**src/rtl/mem_port_arbiter.sv**
```systemverilog
// mem_port_arbiter: two requesters (fetch, memory-access) share one memory port.
// One transaction is outstanding at a time. Ties go to the requester that was
// not granted last. A watchdog counter ends any transaction that the memory
// leaves hanging and reports it with an error flag.
module mem_port_arbiter #(
  parameter int XLEN    = 32,
  parameter int TIMEOUT = 16
) (
  input  logic            clk,
  input  logic            rst,
  // fetch requester (read only)
  input  logic            if_req,
  input  logic [XLEN-1:0] if_addr,
  output logic [XLEN-1:0] if_rdata,
  output logic            if_done,
  output logic            if_err,
  // memory-access requester (ma_we = {write, size[1:0]})
  input  logic            ma_req,
  input  logic [XLEN-1:0] ma_addr,
  input  logic [XLEN-1:0] ma_wdata,
  input  logic [2:0]      ma_we,
  output logic [XLEN-1:0] ma_rdata,
  output logic            ma_done,
  output logic            ma_err,
  // shared memory port
  output logic            mem_req,
  output logic [XLEN-1:0] mem_addr,
  output logic [XLEN-1:0] mem_wdata,
  output logic [2:0]      mem_we,
  input  logic            mem_ready,
  input  logic            mem_rvalid,
  input  logic [XLEN-1:0] mem_rdata,
  // pipeline stalls
  output logic            stall_fetch,
  output logic            stall_memoryaccess
);

  // Counter must hold TIMEOUT-1 and is never narrower than 5 bits.
  localparam int CNT_W = (($clog2(TIMEOUT) + 1) > 5) ? ($clog2(TIMEOUT) + 1) : 5;
  localparam logic [CNT_W-1:0] CNT_LAST = CNT_W'(TIMEOUT - 1);

  localparam logic [1:0] S_IDLE = 2'd0;
  localparam logic [1:0] S_CMD  = 2'd1;
  localparam logic [1:0] S_WAIT = 2'd2;

  logic [1:0]       state;
  logic [CNT_W-1:0] cnt;
  logic             last_ma;   // 1: previous grant went to memory-access
  logic             owner_ma;  // 1: current transaction belongs to memory-access

  logic if_elig;
  logic ma_elig;
  logic pick_ma;
  logic active;
  logic complete;
  logic timeout;
  logic finish;

  // A requester still showing its done pulse is not eligible for a regrant.
  assign if_elig  = if_req & ~if_done;
  assign ma_elig  = ma_req & ~ma_done;
  assign pick_ma  = ma_elig & (~if_elig | ~last_ma);

  // A response only counts once the command has been accepted (or with it).
  assign active   = (state == S_CMD) | (state == S_WAIT);
  assign complete = ((state == S_CMD) & mem_ready & mem_rvalid) |
                    ((state == S_WAIT) & mem_rvalid);
  assign timeout  = active & (cnt == CNT_LAST) & ~complete;
  assign finish   = complete | timeout;

  assign stall_fetch        = if_req & ~if_done;
  assign stall_memoryaccess = ma_req & ~ma_done;

  // Arbitration FSM, watchdog counter and registered memory command.
  always_ff @(posedge clk or posedge rst) begin
    if (rst) begin
      state     <= S_IDLE;
      cnt       <= '0;
      last_ma   <= 1'b0;
      owner_ma  <= 1'b0;
      mem_req   <= 1'b0;
      mem_addr  <= '0;
      mem_wdata <= '0;
      mem_we    <= 3'b000;
    end else begin
      case (state)
        S_IDLE: begin
          if (if_elig | ma_elig) begin
            state     <= S_CMD;
            cnt       <= '0;
            mem_req   <= 1'b1;
            owner_ma  <= pick_ma;
            last_ma   <= pick_ma;
            mem_addr  <= pick_ma ? ma_addr : if_addr;
            mem_wdata <= pick_ma ? ma_wdata : '0;
            mem_we    <= pick_ma ? ma_we : 3'b000;
          end
        end
        S_CMD, S_WAIT: begin
          if (finish) begin
            state   <= S_IDLE;
            mem_req <= 1'b0;
          end else begin
            cnt <= cnt + CNT_W'(1);
            if ((state == S_CMD) && mem_ready) begin
              mem_req <= 1'b0;
              state   <= S_WAIT;
            end
          end
        end
        default: begin
          state   <= S_IDLE;
          mem_req <= 1'b0;
        end
      endcase
    end
  end

  // Completion reporting: one-cycle done pulse, rdata/err held until the next one.
  always_ff @(posedge clk or posedge rst) begin
    if (rst) begin
      if_rdata <= '0;
      if_done  <= 1'b0;
      if_err   <= 1'b0;
      ma_rdata <= '0;
      ma_done  <= 1'b0;
      ma_err   <= 1'b0;
    end else begin
      if_done <= 1'b0;
      ma_done <= 1'b0;
      if (finish) begin
        if (owner_ma) begin
          ma_done  <= 1'b1;
          ma_err   <= timeout;
          // Writes return no data; a timed-out transaction returns zero.
          ma_rdata <= (complete && !mem_we[2]) ? mem_rdata : '0;
        end else begin
          if_done  <= 1'b1;
          if_err   <= timeout;
          if_rdata <= complete ? mem_rdata : '0;
        end
      end
    end
  end

endmodule

```
**config.mk**
```make
export PLATFORM = sky130hd
export DESIGN_NAME = mem_port_arbiter
export DESIGN_NICKNAME = d
export VERILOG_FILES = /design/src/rtl/mem_port_arbiter.sv
export SDC_FILE = /design/constraint.sdc
export NUM_CORES = 1
export LEC_CHECK = 0
export CAP_MARGIN = 20
export CORE_MARGIN = 5
export CORE_UTILIZATION = 41
export CTS_CLUSTER_DIAMETER = 100
export DETAILED_ROUTE_END_ITERATION = 12
export PLACE_DENSITY = 0.82
export SYNTH_ARGS = -nofsm -noshare
export SYNTH_HDL_FRONTEND = slang
export SYNTH_SLANG_ARGS = --single-unit
export TNS_END_PERCENT = 50
```
**constraint.sdc**
```tcl
create_clock -name clk -period 6.5 [get_ports clk]
set_clock_uncertainty 0.15 [all_clocks]
set_input_delay 1.3 -clock clk [delete_from_list [all_inputs] [get_ports clk]]
set_output_delay 1.3 -clock clk [all_outputs]
set_load 0.02 [all_outputs]
```
[Yosys cells after proc, flatten, opt, wreduce, memory -nomap -nowiden]
Cells that the tools add are included.
Word-level totals
  register bits after elaboration: 144
  input port bits: 137
  output and inout bits: 138
  logic and storage cells: 69
Cells by class
  add/subtract/negate cells: 1
  eq/ne operators: 6
  mux-type cells: 20
  bitwise operators: 18
  reductions and logical operators: 11
Operators with widths (count)
  two-way mux 32 bit: 4
  two-way mux 5 bit: 2
  one-hot mux 5 bit (2 select lines): 1
  AND 1 bit: 8
  AND reduction 2 bit: 4
  two-way mux 1 bit: 7
  two-way mux 2 bit: 3
  adder 5 x 1 -> 5 bit, second input constant: 1
  == test 5 x 4 -> 1 bit, second input constant: 1
  inverter 1 bit: 5
  bitwise OR 1 bit: 5
  inequality test 2 bit, second input constant: 2
  one-hot mux 2 bit (2 select lines): 1
  two-way mux 3 bit: 1
  inequality test 3 bit, second input constant: 1
  AND reduction 3 bit: 1
  == test 2 x 1 -> 1 bit, second input constant: 1
  == test 2 bit, second input constant: 1
  logical AND 1 bit: 2
  logical NOT 2 bit: 1
  one-hot mux 1 bit (2 select lines): 1
  nonzero test 2 bit: 1
  OR reduction 2 bit: 1
  logical NOT 1 bit: 1

[Longest topological paths before layout]
  depth after elaboration: 9
  mapped depth: 8

[Worst setup path after synthesis]
No wires, ideal clock.
  path kind: in2out
  start: input ma_req
  end: output stall_memoryaccess
  data arrival time: 1.507 ns
  slack: 3.543 ns
  stages on the path: 2
  cells stage by stage: nand2b_4 -> inv_1
On the way
  longest elaborated chain between the ends: 1
Ends and longest elaborated chain
  start, declared: RTL line 18  | input logic ma_req,
  AND 1 bit: RTL line 72  | assign stall_memoryaccess = ma_req & ~ma_done;
  end, declared: RTL line 35  | output logic stall_memoryaccess
Every way passes these cells.

[Worst setup path after layout]
Ends and elaborated chain as after synthesis.

==> run_results.csv <==
group,metric,value,unit
global_route,grt_use_total,0.213,
logic_synthesis,ys_top_cells_by_area,"dfrtp_1 61%, a22o_1 10%, nand2_1 6.8%, mux2i_1 5.4%, o21ai_1 4.1%",
global_route,grt_max_degree,82,
timing,hold_ws,0.329,ns
place,portBuffers,274,
clock_network,cts_root_buffer,"clkbuf_16",
clock_network,cts_resized,0,
layout,final_nets,911,
logic_synthesis,synthDistinctLibCells,36,
timing,max_clock_freq,244,MHz
power,peakVddDrop,0.000255,V
place,dp_hpwl,13400,um
timing,maxSlewHeadroom,0.316,
timing,hold_violations,0,
logic_synthesis,synth_seq_area_share,0.607,
power,power,4.53,mW
critical_path,cp.arrival,2.64,ns
logic_synthesis,synthArstFlopShare,1.00,
critical_path,cp_max_fo,5,
clock_network,clkTransAtPathRegs,0.06,ns
layout,final_cell_area,9320,um2
place,gp_congestion,0.818,
power,p_leak,4.18,nW
global_route,grt_pass1_vias,5174,
logic_synthesis,synth_common_cells,"143 x dfrtp_1, 107 x nand2_1, 68 x a22o_1",
place,dp_cells,928,
global_route,grt_pass1_wl,27600,um
logic_synthesis,yosysMostFrequentCell,"dfrtp_1",
critical_path,cp_data_required_time,5.05,ns
die,die-area,16900,um2
hold_path,hold_path_class,"register to register",
timing,worst_slack,2.41,ns
layout,final_core_util,0.666,
timing,tightestPinTransition,1.02,ns
logic_synthesis,syn_inst,508,
critical_path,crit_type,"input pin to primary output",
global_route,overflow,0,
logic_synthesis,synth_seq_cells,143,
detailed_routing,dr.first_iter.drc_count,225,
job,cap_violations,0,
layout,area_delta_synth_final,58.1,%
clock_network,tritoncts,"built",
detailed_routing,drt-total-wl,17900,um
timing,rsz0062_at_grt,"false",
logic_synthesis,synth_ff_type,"dfrtp_1",
logic_synthesis,yosysWarningCount,0,
global_route,antenna_found_initial,0,
clock_network,clk_latency,0.42,ns
critical_path,startpoint_type,"input pin",
detailed_routing,avgViaCountPerCell,5.08,
detailed_routing,drcViolationCount,0,
critical_path,cp-end-kind,"primary output",
clock_network,cts_sinks,143,
clock_network,cts_buffers,17,
timing,slew_viol_final,0,
detailed_routing,ant_nets,0,
detailed_routing,wire_per_inst,18.6,um
logic_synthesis,synth_top_area_cell,"dfrtp_1",
die,die_y,130,um
timing,fin_setup_tns,0,ns
die,start_util,0.421,
place,placed_area,8680,um2
outcome,outcome,"completed",
logic_synthesis,synth_edf_count,0,
clock_network,postCtsSetupRepairBufs,0,
layout,fin_cells,962,
detailed_routing,vias,4889,
layout,diodes,0,
logic_synthesis,synth.top_cell.area_share,0.607,
logic_synthesis,synthesis.area,5890,um2
die,rows,43,
place,dp_slack,2.41,ns
die,design.portCount,275,
clock_network,clockBufferDepth,2,
logic_synthesis,synth_nets,650,
die,core,14000,um2
clock_network,postCtsHoldBufs,0,
detailed_routing,dr.pass1.iters,4,
layout,drive_above_1_share,0.0627,
clock_network,htreeDepth,4,
logic_synthesis,syn_area_per_cell,11.6,um2
timing,post-route-period-util,0.630,
power,power_density,486,nW/um2
timing,setup_viol,0,
die,fp.dieW,130,um
timing,fin_crit,4.09,ns
## logic make-up (layout without fill, tap and decap cells)
kind of cell | count (synthesis) | in the layout | synth area share
fa+ha+maj | 5 | 5 | 0.0106
simple gates | 128 | 128 | 0.0979
compound gates | 153 | 153 | 0.181
flops | 143 | 143 | 0.607
mux | 32 | 32 | 0.0544
buf+inv | 47 | 321 | 0.0486
## routing by layer
metal | vias to the layer above | part of all wire | track usage | routed length [um]
met5 | - | 0 | 0 | 0
met4 | 0 | 0.022 | 0.0807 | 386
met3 | 29 | 0.054 | 0.0483 | 957
met2 | 150 | 0.55 | 0.381 | 9790
met1 | 2395 | 0.38 | 0.249 | 6730
li1 | 2315 | - | - | -
## area by class of cell
cell class | count | area, um2
multi-input cells | 318 | 2040
repair buffers | 280 | 2840
flip-flops and latches | 143 | 3580
fillers | 1014 | 4670
well taps | 180 | 225
clock inverters | 13 | 150
inverters | 9 | 38.8
clock buffers | 19 | 443
## state kept, by name (all words and copies together) (netlist names)
| signal | cells |
|---|---|
| if_rdata | 32 |
| ma_rdata | 32 |
| mem_addr | 32 |
| mem_wdata | 32 |
| cnt | 5 |
| mem_we | 3 |
| state | 2 |
| if_done | 1 |
| if_err | 1 |
| ma_done | 1 |
| ma_err | 1 |
| owner_ma | 1 |
## worst paths after layout
check	from	end	slack [ns]	cells after the start
setup / recovery	ma_req	stall_memoryaccess	2.41	4
hold / removal	mem_addr[27]	mem_addr[27]	0.33	2
setup reg to reg	cnt[0]	ma_rdata[31]	3.56	8
hold reg to reg	mem_addr[27]	mem_addr[27]	0.33	2
max in group asynchronous	rst	mem_addr[30]	3.71	3
min in group asynchronous	rst	mem_wdata[28]	1.23	2
## power breakdown
group / switching [mW] / total, mW / internal [mW]
logic: 1.09 / 2.08 / 0.985
registers: 0.230 / 1.49 / 1.26
clock network: 0.386 / 0.968 / 0.583
total: 1.71 / 4.53 / 2.83
## placed cells by master (no fill, tap or decap), drive strengths merged, types with 3 or more instances in the layout
cell type | netlist | routed
clkdlybuf4s50 | 0 | 274
clkbuf | 4 | 19
nand2 | 107 | 107
dfrtp | 143 | 143
a21o | 4 | 4
buf | 34 | 6
a22o | 68 | 68
a31oi | 4 | 4
ha | 5 | 5
o211ai | 3 | 3
o21ai | 67 | 67
a21oi | 3 | 3
nor2 | 3 | 3
clkinvlp | 0 | 4
nand2b | 3 | 3
mux2i | 32 | 32
inv | 9 | 15
and3 | 3 | 3
## worst max-delay path, cell delays in order
cell	delay, ns
clkdlybuf4s50_1	0.51
nand2b_4	0.09
inv_1	0.12
clkdlybuf4s50_1	0.62
Power figures use the tool's default switching activity.
